`config.mk`:
```
export PLATFORM = sky130hd
export DESIGN_NAME = uart_boot_loader
export DESIGN_NICKNAME = d
export VERILOG_FILES = /design/src/rtl/boot_pkg.sv /design/src/rtl/uart_rx.sv /design/src/rtl/uart_boot_loader.sv
export SDC_FILE = /design/constraint.sdc
export NUM_CORES = 1
export LEC_CHECK = 0
export CAP_MARGIN = 20
export CORE_MARGIN = 2
export CORE_UTILIZATION = 30
export DETAILED_ROUTE_END_ITERATION = 8
export REMOVE_ABC_BUFFERS = 1
export SLEW_MARGIN = 20
export SYNTH_ARGS = -nofsm -noshare
export SYNTH_HDL_FRONTEND = slang
export SYNTH_SLANG_ARGS = --single-unit
```
`constraint.sdc`:
```
create_clock -name CLK -period 2.4 [get_ports CLK]
set_clock_uncertainty 0.05 [all_clocks]
set_input_delay 0.36 -clock CLK [delete_from_list [all_inputs] [get_ports CLK]]
set_output_delay 0.36 -clock CLK [all_outputs]
set_load 0.02 [all_outputs]
```
`src/rtl/boot_pkg.sv`:
```
// Shared types and constants for the UART boot loader.
// BOOT_CHECKSUM_EN adds the CHECK state to the loader FSM.
package boot_pkg;

    localparam int unsigned BYTE_W     = 8;
    localparam int unsigned WORD_BYTES = 4;
    localparam int unsigned LEN_LIMIT  = 255;

    typedef enum logic [2:0] {
        IDLE,
        LOAD,
        WRITE,
`ifdef BOOT_CHECKSUM_EN
        CHECK,
`endif
        RUN,
        ERROR
    } boot_state_t;

    typedef enum logic [1:0] {
        RX_IDLE,
        RX_START,
        RX_DATA,
        RX_STOP
    } rx_state_t;

endpackage

```
`src/rtl/uart_rx.sv`:
```
// 8N1 UART receiver: 2-FF synchronizer, false-start rejection,
// one-cycle byte_valid on a good stop bit, frame_err on a bad one.
module uart_rx
    import boot_pkg::*;
#(
    parameter int unsigned CLKS_PER_BIT = 16
) (
    input  logic              clk,
    input  logic              rst_n,
    input  logic              rx,
    output logic              byte_valid,
    output logic [BYTE_W-1:0] byte_data,
    output logic              frame_err
);

    localparam int unsigned HALF = CLKS_PER_BIT / 2;
    localparam int unsigned CW   = $clog2(CLKS_PER_BIT);

    rx_state_t         state, state_next;
    logic              rx_meta, rx_sync, rx_prev;
    logic [CW-1:0]     baud_cnt;
    logic [2:0]        bit_cnt;
    logic [BYTE_W-1:0] shreg;
    logic              cnt_clr;
    logic              half_done, full_done;

    assign half_done = (baud_cnt == CW'(HALF - 1));
    assign full_done = (baud_cnt == CW'(CLKS_PER_BIT - 1));
    assign byte_data = shreg;

    // Synchronize the line and keep one delayed copy for edge detection
    always_ff @(posedge clk or negedge rst_n) begin
        if (!rst_n) begin
            rx_meta <= 1'b1;
            rx_sync <= 1'b1;
            rx_prev <= 1'b1;
        end else begin
            rx_meta <= rx;
            rx_sync <= rx_meta;
            rx_prev <= rx_sync;
        end
    end

    // Receiver state register
    always_ff @(posedge clk or negedge rst_n) begin
        if (!rst_n) state <= RX_IDLE;
        else        state <= state_next;
    end

    // Next state, sample strobes and result pulses
    always_comb begin
        state_next = state;
        cnt_clr    = 1'b0;
        byte_valid = 1'b0;
        frame_err  = 1'b0;
        case (state)
            RX_IDLE: begin
                if (rx_prev && !rx_sync) begin
                    state_next = RX_START;
                    cnt_clr    = 1'b1;
                end
            end
            RX_START: begin
                if (half_done) begin
                    cnt_clr    = 1'b1;
                    state_next = rx_sync ? RX_IDLE : RX_DATA;
                end
            end
            RX_DATA: begin
                if (full_done) begin
                    cnt_clr = 1'b1;
                    if (bit_cnt == 3'd7) state_next = RX_STOP;
                end
            end
            RX_STOP: begin
                if (full_done) begin
                    state_next = RX_IDLE;
                    if (rx_sync) byte_valid = 1'b1;
                    else         frame_err  = 1'b1;
                end
            end
            default: state_next = RX_IDLE;
        endcase
    end

    // Baud counter, bit counter and LSB-first shift register
    always_ff @(posedge clk or negedge rst_n) begin
        if (!rst_n) begin
            baud_cnt <= '0;
            bit_cnt  <= '0;
            shreg    <= '0;
        end else begin
            if (cnt_clr || state == RX_IDLE) baud_cnt <= '0;
            else                             baud_cnt <= baud_cnt + CW'(1);
            if (state == RX_START) bit_cnt <= '0;
            if (state == RX_DATA && full_done) begin
                shreg   <= {rx_sync, shreg[BYTE_W-1:1]};
                bit_cnt <= bit_cnt + 3'd1;
            end
        end
    end

endmodule

```
`src/rtl/uart_boot_loader.sv`:
```
// UART boot loader: receives a length-prefixed image and writes it word by
// word into memory, then releases the core. Define BOOT_CHECKSUM_EN to
// require a trailing XOR checksum byte before release.
module uart_boot_loader
    import boot_pkg::*;
#(
    parameter int unsigned CLK_FREQ_HZ = 50_000_000,
    parameter int unsigned BAUD        = 115200,
    parameter logic [31:0] BASE_ADDR   = 32'h0,
    parameter int unsigned MEM_WORDS   = 64
) (
    input  logic        CLK,
    input  logic        RST,
    input  logic        rx,
    output logic        mem_we,
    output logic [31:0] mem_addr,
    output logic [31:0] mem_wdata,
    output logic        core_run,
    output logic        busy,
    output logic        err
);

    localparam int unsigned CLKS_PER_BIT = CLK_FREQ_HZ / BAUD;
    localparam int unsigned MAX_WORDS    = (MEM_WORDS > LEN_LIMIT) ? LEN_LIMIT : MEM_WORDS;
    localparam logic [BYTE_W-1:0] MAX_LEN   = BYTE_W'(MAX_WORDS);
    localparam int unsigned BCW          = $clog2(WORD_BYTES);
    localparam logic [BCW-1:0]    LAST_BYTE = BCW'(WORD_BYTES - 1);

    boot_state_t       state, state_next;
    logic              byte_valid, frame_err;
    logic [BYTE_W-1:0] byte_data;
    logic [BYTE_W-1:0] len;
    logic [BYTE_W-1:0] word_idx;
    logic [BCW-1:0]    byte_cnt;
    logic [23:0]       word_buf;
`ifdef BOOT_CHECKSUM_EN
    logic [BYTE_W-1:0] csum;
`endif

    uart_rx #(.CLKS_PER_BIT(CLKS_PER_BIT)) u_rx (
        .clk        (CLK),
        .rst_n      (RST),
        .rx         (rx),
        .byte_valid (byte_valid),
        .byte_data  (byte_data),
        .frame_err  (frame_err)
    );

    // Loader state register
    always_ff @(posedge CLK or negedge RST) begin
        if (!RST) state <= IDLE;
        else      state <= state_next;
    end

    // Next-state logic and state-decoded outputs
    always_comb begin
        state_next = state;
        mem_we     = 1'b0;
        core_run   = 1'b0;
        busy       = 1'b0;
        err        = 1'b0;
        case (state)
            IDLE: begin
                if (frame_err) state_next = ERROR;
                else if (byte_valid)
                    state_next = (byte_data == '0 || byte_data > MAX_LEN) ? ERROR : LOAD;
            end
            LOAD: begin
                busy = 1'b1;
                if (frame_err) state_next = ERROR;
                else if (byte_valid && byte_cnt == LAST_BYTE) state_next = WRITE;
            end
            WRITE: begin
                busy   = 1'b1;
                mem_we = 1'b1;
                if (frame_err) state_next = ERROR;
                else if (word_idx + 8'd1 == len)
`ifdef BOOT_CHECKSUM_EN
                    state_next = CHECK;
`else
                    state_next = RUN;
`endif
                else state_next = LOAD;
            end
`ifdef BOOT_CHECKSUM_EN
            CHECK: begin
                busy = 1'b1;
                if (frame_err) state_next = ERROR;
                else if (byte_valid) state_next = (byte_data == csum) ? RUN : ERROR;
            end
`endif
            RUN:     core_run = 1'b1;
            ERROR:   err      = 1'b1;
            default: state_next = ERROR;
        endcase
    end

    // Length latch, word assembly and write-port registers
    always_ff @(posedge CLK or negedge RST) begin
        if (!RST) begin
            len       <= '0;
            word_idx  <= '0;
            byte_cnt  <= '0;
            word_buf  <= '0;
            mem_addr  <= BASE_ADDR;
            mem_wdata <= '0;
`ifdef BOOT_CHECKSUM_EN
            csum      <= '0;
`endif
        end else begin
            if (state == IDLE && byte_valid) begin
                len      <= byte_data;
                word_idx <= '0;
                byte_cnt <= '0;
`ifdef BOOT_CHECKSUM_EN
                csum     <= '0;
`endif
            end
            if (state == LOAD && byte_valid) begin
                byte_cnt <= byte_cnt + BCW'(1);
`ifdef BOOT_CHECKSUM_EN
                csum     <= csum ^ byte_data;
`endif
                // The top byte goes straight into mem_wdata so the word is
                // ready in the WRITE cycle without an extra buffer stage.
                case (byte_cnt)
                    2'd0: word_buf[7:0]   <= byte_data;
                    2'd1: word_buf[15:8]  <= byte_data;
                    2'd2: word_buf[23:16] <= byte_data;
                    default: begin
                        mem_wdata <= {byte_data, word_buf};
                        mem_addr  <= BASE_ADDR + {22'b0, word_idx, 2'b00};
                    end
                endcase
            end
            if (state == WRITE) word_idx <= word_idx + 8'd1;
        end
    end

endmodule
```
==> metrics.csv <==
metric;value;unit
cpPeakStageDelay;0.62;ns
synth.distinct_cells;52;
port_buffers;46;
cp_max_fo;9;
stdcell_count;681;
n_fill_cell;1641;
die_area;0.0180;mm²
cts_buffers;9;
cp_cell_sequence;inv_1 > nand3_1 > inv_1 > clkdlybuf4s50_1;
cap_violations;0;
nets;469;
drv_slew;0;
ir_worst_vdd;0.322;mV
synth_edf_count;0;
final_util;0.367;
drive_above_1_share;0.260;
worstRegToRegCells;7;
syn-cell-area;0.00509;mm²
drc;0;
area_growth;19.6;%
core;0.0166;mm²
finalSetupTns;0;ns
setup_viol;0;
h-tree-depth;3;
crit_required;1.99;ns
syn_area_per_cell;12.6;µm²
grt-ovfl-total;0;
rows;47;
clock_path_buffers;2;
crit_path_frequent_cell;inv_1;
regArea;0.00276;mm²
ys_seq_area_frac;0.541;
postSynthCellCount;404;
clk_pin_slew_worst_paths;0.07;ns
max_freq;447;MHz
period_share;0.933;
num_io_pins;71;
clockRootBuffer;clkbuf_16;
power;0.00392;W
grt_start_max_net_pins;69;
ys_async_sr_fraction;1.00;
routabilityCongestion;0.774;
startpoint_type;flop;
drtIter0Drc;148;
post-route-min-period;2.24;ns
worst_skew_pair.late_latency;0.36;ns
initial_core_util;0.307;
rsz0062_at_grt;false;
dp.cells;664;
num_vias;3136;
die_h;134;µm
hold_violations;0;
cp-end-kind;primary output;
vias_per_cell;4.60;
synth-seq-cells;110;
grt_pass1_vias;3178;
routedWlPerCell;14.4;µm
post-dp-hpwl;6860;µm
worstHoldPathType;flop to flop;
dr.pass1.iters;4;
synthFlopType;dfrtp_1;
final_antenna_net_count;0;
hold_depth;0;
synth_warnings;0;
cts_tree;yes;
status;complete, no violations;
antenna_found_initial;0;
track_usage;0.119;
drt_wl_total;9780;µm
cpMaxStageDelayCell;clkdlybuf4s50_1;
clock_sinks;110;
antenna_cells;0;
die_w;134;µm
grt_pass1_wl;16900;µm
arrival;1.83;ns
power_density;644;mW/mm²
multi_input_area;0.00209;mm²
p_leak;2.91;nW
critical_path_class;flop to primary output;
-- cells in the final DEF, fill, tap and decap left out, types with 4 or more instances in the layout --
| cell type | n |
|---|---|
| dfrtp_1 | 107 |
| mux2_2 | 79 |
| clkdlybuf4s50_1 | 44 |
| conb_1 | 24 |
| nand2_1 | 22 |
| nor2_1 | 20 |
| inv_1 | 15 |
| o21ai_0 | 12 |
| xnor2_1 | 10 |
| ha_1 | 10 |
| nor3_1 | 9 |
| clkbuf_16 | 9 |
| xor2_1 | 7 |
| nand3_1 | 7 |
| buf_4 | 7 |
| a21oi_1 | 6 |
| a21o_1 | 6 |
| o22ai_1 | 4 |
-- routing by layer --
metal,track usage,vias to the layer above,routed length [µm]
met5,0,-,0
met4,0.0556,0,204
li1,-,1477,-
met2,0.185,79,4620
met3,0.0246,15,340
met1,0.158,1565,4620
-- final cells by class --
type | count | area share
well taps | 220 | 0.0452
clock buffers | 9 | 0.0370
repair buffers | 55 | 0.0912
clock inverters | 7 | 0.0218
multi-input cells | 265 | 0.343
flip-flops and latches | 110 | 0.453
inverters | 15 | 0.00925
-- synthesized netlist by cell type, types with 2 or more instances --
cell type	n	area [µm²]
a21o_1	6	45.0
xor2_1	7	61.3
nor4_1	2	12.5
nor3_1	9	45.0
buf_4	26	195
xnor2_1	10	87.6
nand2b_1	3	18.8
mux2_2	79	890
nand3_1	7	35.0
inv_1	15	56.3
nor3_4	3	48.8
buf_2	4	20.0
mux2_1	3	33.8
nand2_2	3	18.8
dfrtp_1	107	2680
a21oi_1	6	30.0
nand4_1	3	18.8
or3_1	2	12.5
nand2_1	22	82.6
ha_1	10	125
dfstp_2	3	78.8
and3_1	3	18.8
o22ai_1	4	25.0
nor2_1	20	75.1
a22o_1	2	17.5
mux2i_1	2	20.0
o21ai_0	12	60.1
clkbuf_1	2	7.51
buf_6	5	56.3
or4_1	2	15.0
-- kinds of logic after synthesis --
family,synth area share
flops,0.541
simple gates,0.0985
mux,0.185
buf+inv,0.0658
compound gates,0.0546
xor+xnor,0.0292
fa+ha+maj,0.0246
other cells,0.000736
-- per-stage QoR --
step / worst slack (ns) / hold WS (ns) / instance area (µm²)
finish: 0.162 / 0.308 / 6090
global route: 0.0211 / 0.317 / 6090
CTS: 0.0234 / 0.309 / 6090
detailed placement: 0.225 / 0.163 / 5720
global placement: 0.275 / 0.162 / 5720
floorplan: -0.281 / 0.0144 / 4900
-- registers in the layout (all words and copies together), names as in the netlist, 2 cells and up, named ones only --
signal	flops
mem_wdata	32
word_buf	24
u_rx.baud_cnt	9
len	8
mem_addr	8
u_rx.byte_data	8
word_idx	8
state	3
u_rx.bit_cnt	3
byte_cnt	2
-- final timing paths --
| kind | start | endpoint | slack (ns) |
|---|---|---|---|
| worst max-delay path | state[0] | mem_we | 0.16 |
| worst min-delay path | u_rx.rx_meta | u_rx.rx_sync | 0.31 |
| worst max register to register | u_rx.baud_cnt[1] | mem_wdata[7] | 0.23 |
| worst min register to register | u_rx.rx_meta | u_rx.rx_sync | 0.31 |
| max in group asynchronous | RST | u_rx.rx_prev | 1.29 |
| min in group asynchronous | RST | u_rx.baud_cnt[4] | 0.34 |
-- power by group --
| part | internal (W) | total, W | switching [W] |
|---|---|---|---|
| combinational | 0.0000765 | 0.000221 | 0.000145 |
| clock | 0.00104 | 0.00174 | 0.000700 |
| sequential | 0.00190 | 0.00196 | 0.0000624 |
-- critical path: cells and delay by family (launching register included) --
kind | cells | cell delay, ns
buf+inv | 3 | 0.86
flops | 1 | 0.47
simple gates | 1 | 0.15
-- repair_timing --
action / in CTS / in global routing
buffers inserted: 0 / 0
gates resized for setup: 0 / 1
endpoints found under the hold margin: 10 / 0
hold buffers: 1 / 0
endpoints found under the setup margin: 0 / 1
(Power assumes the default switching activity.)
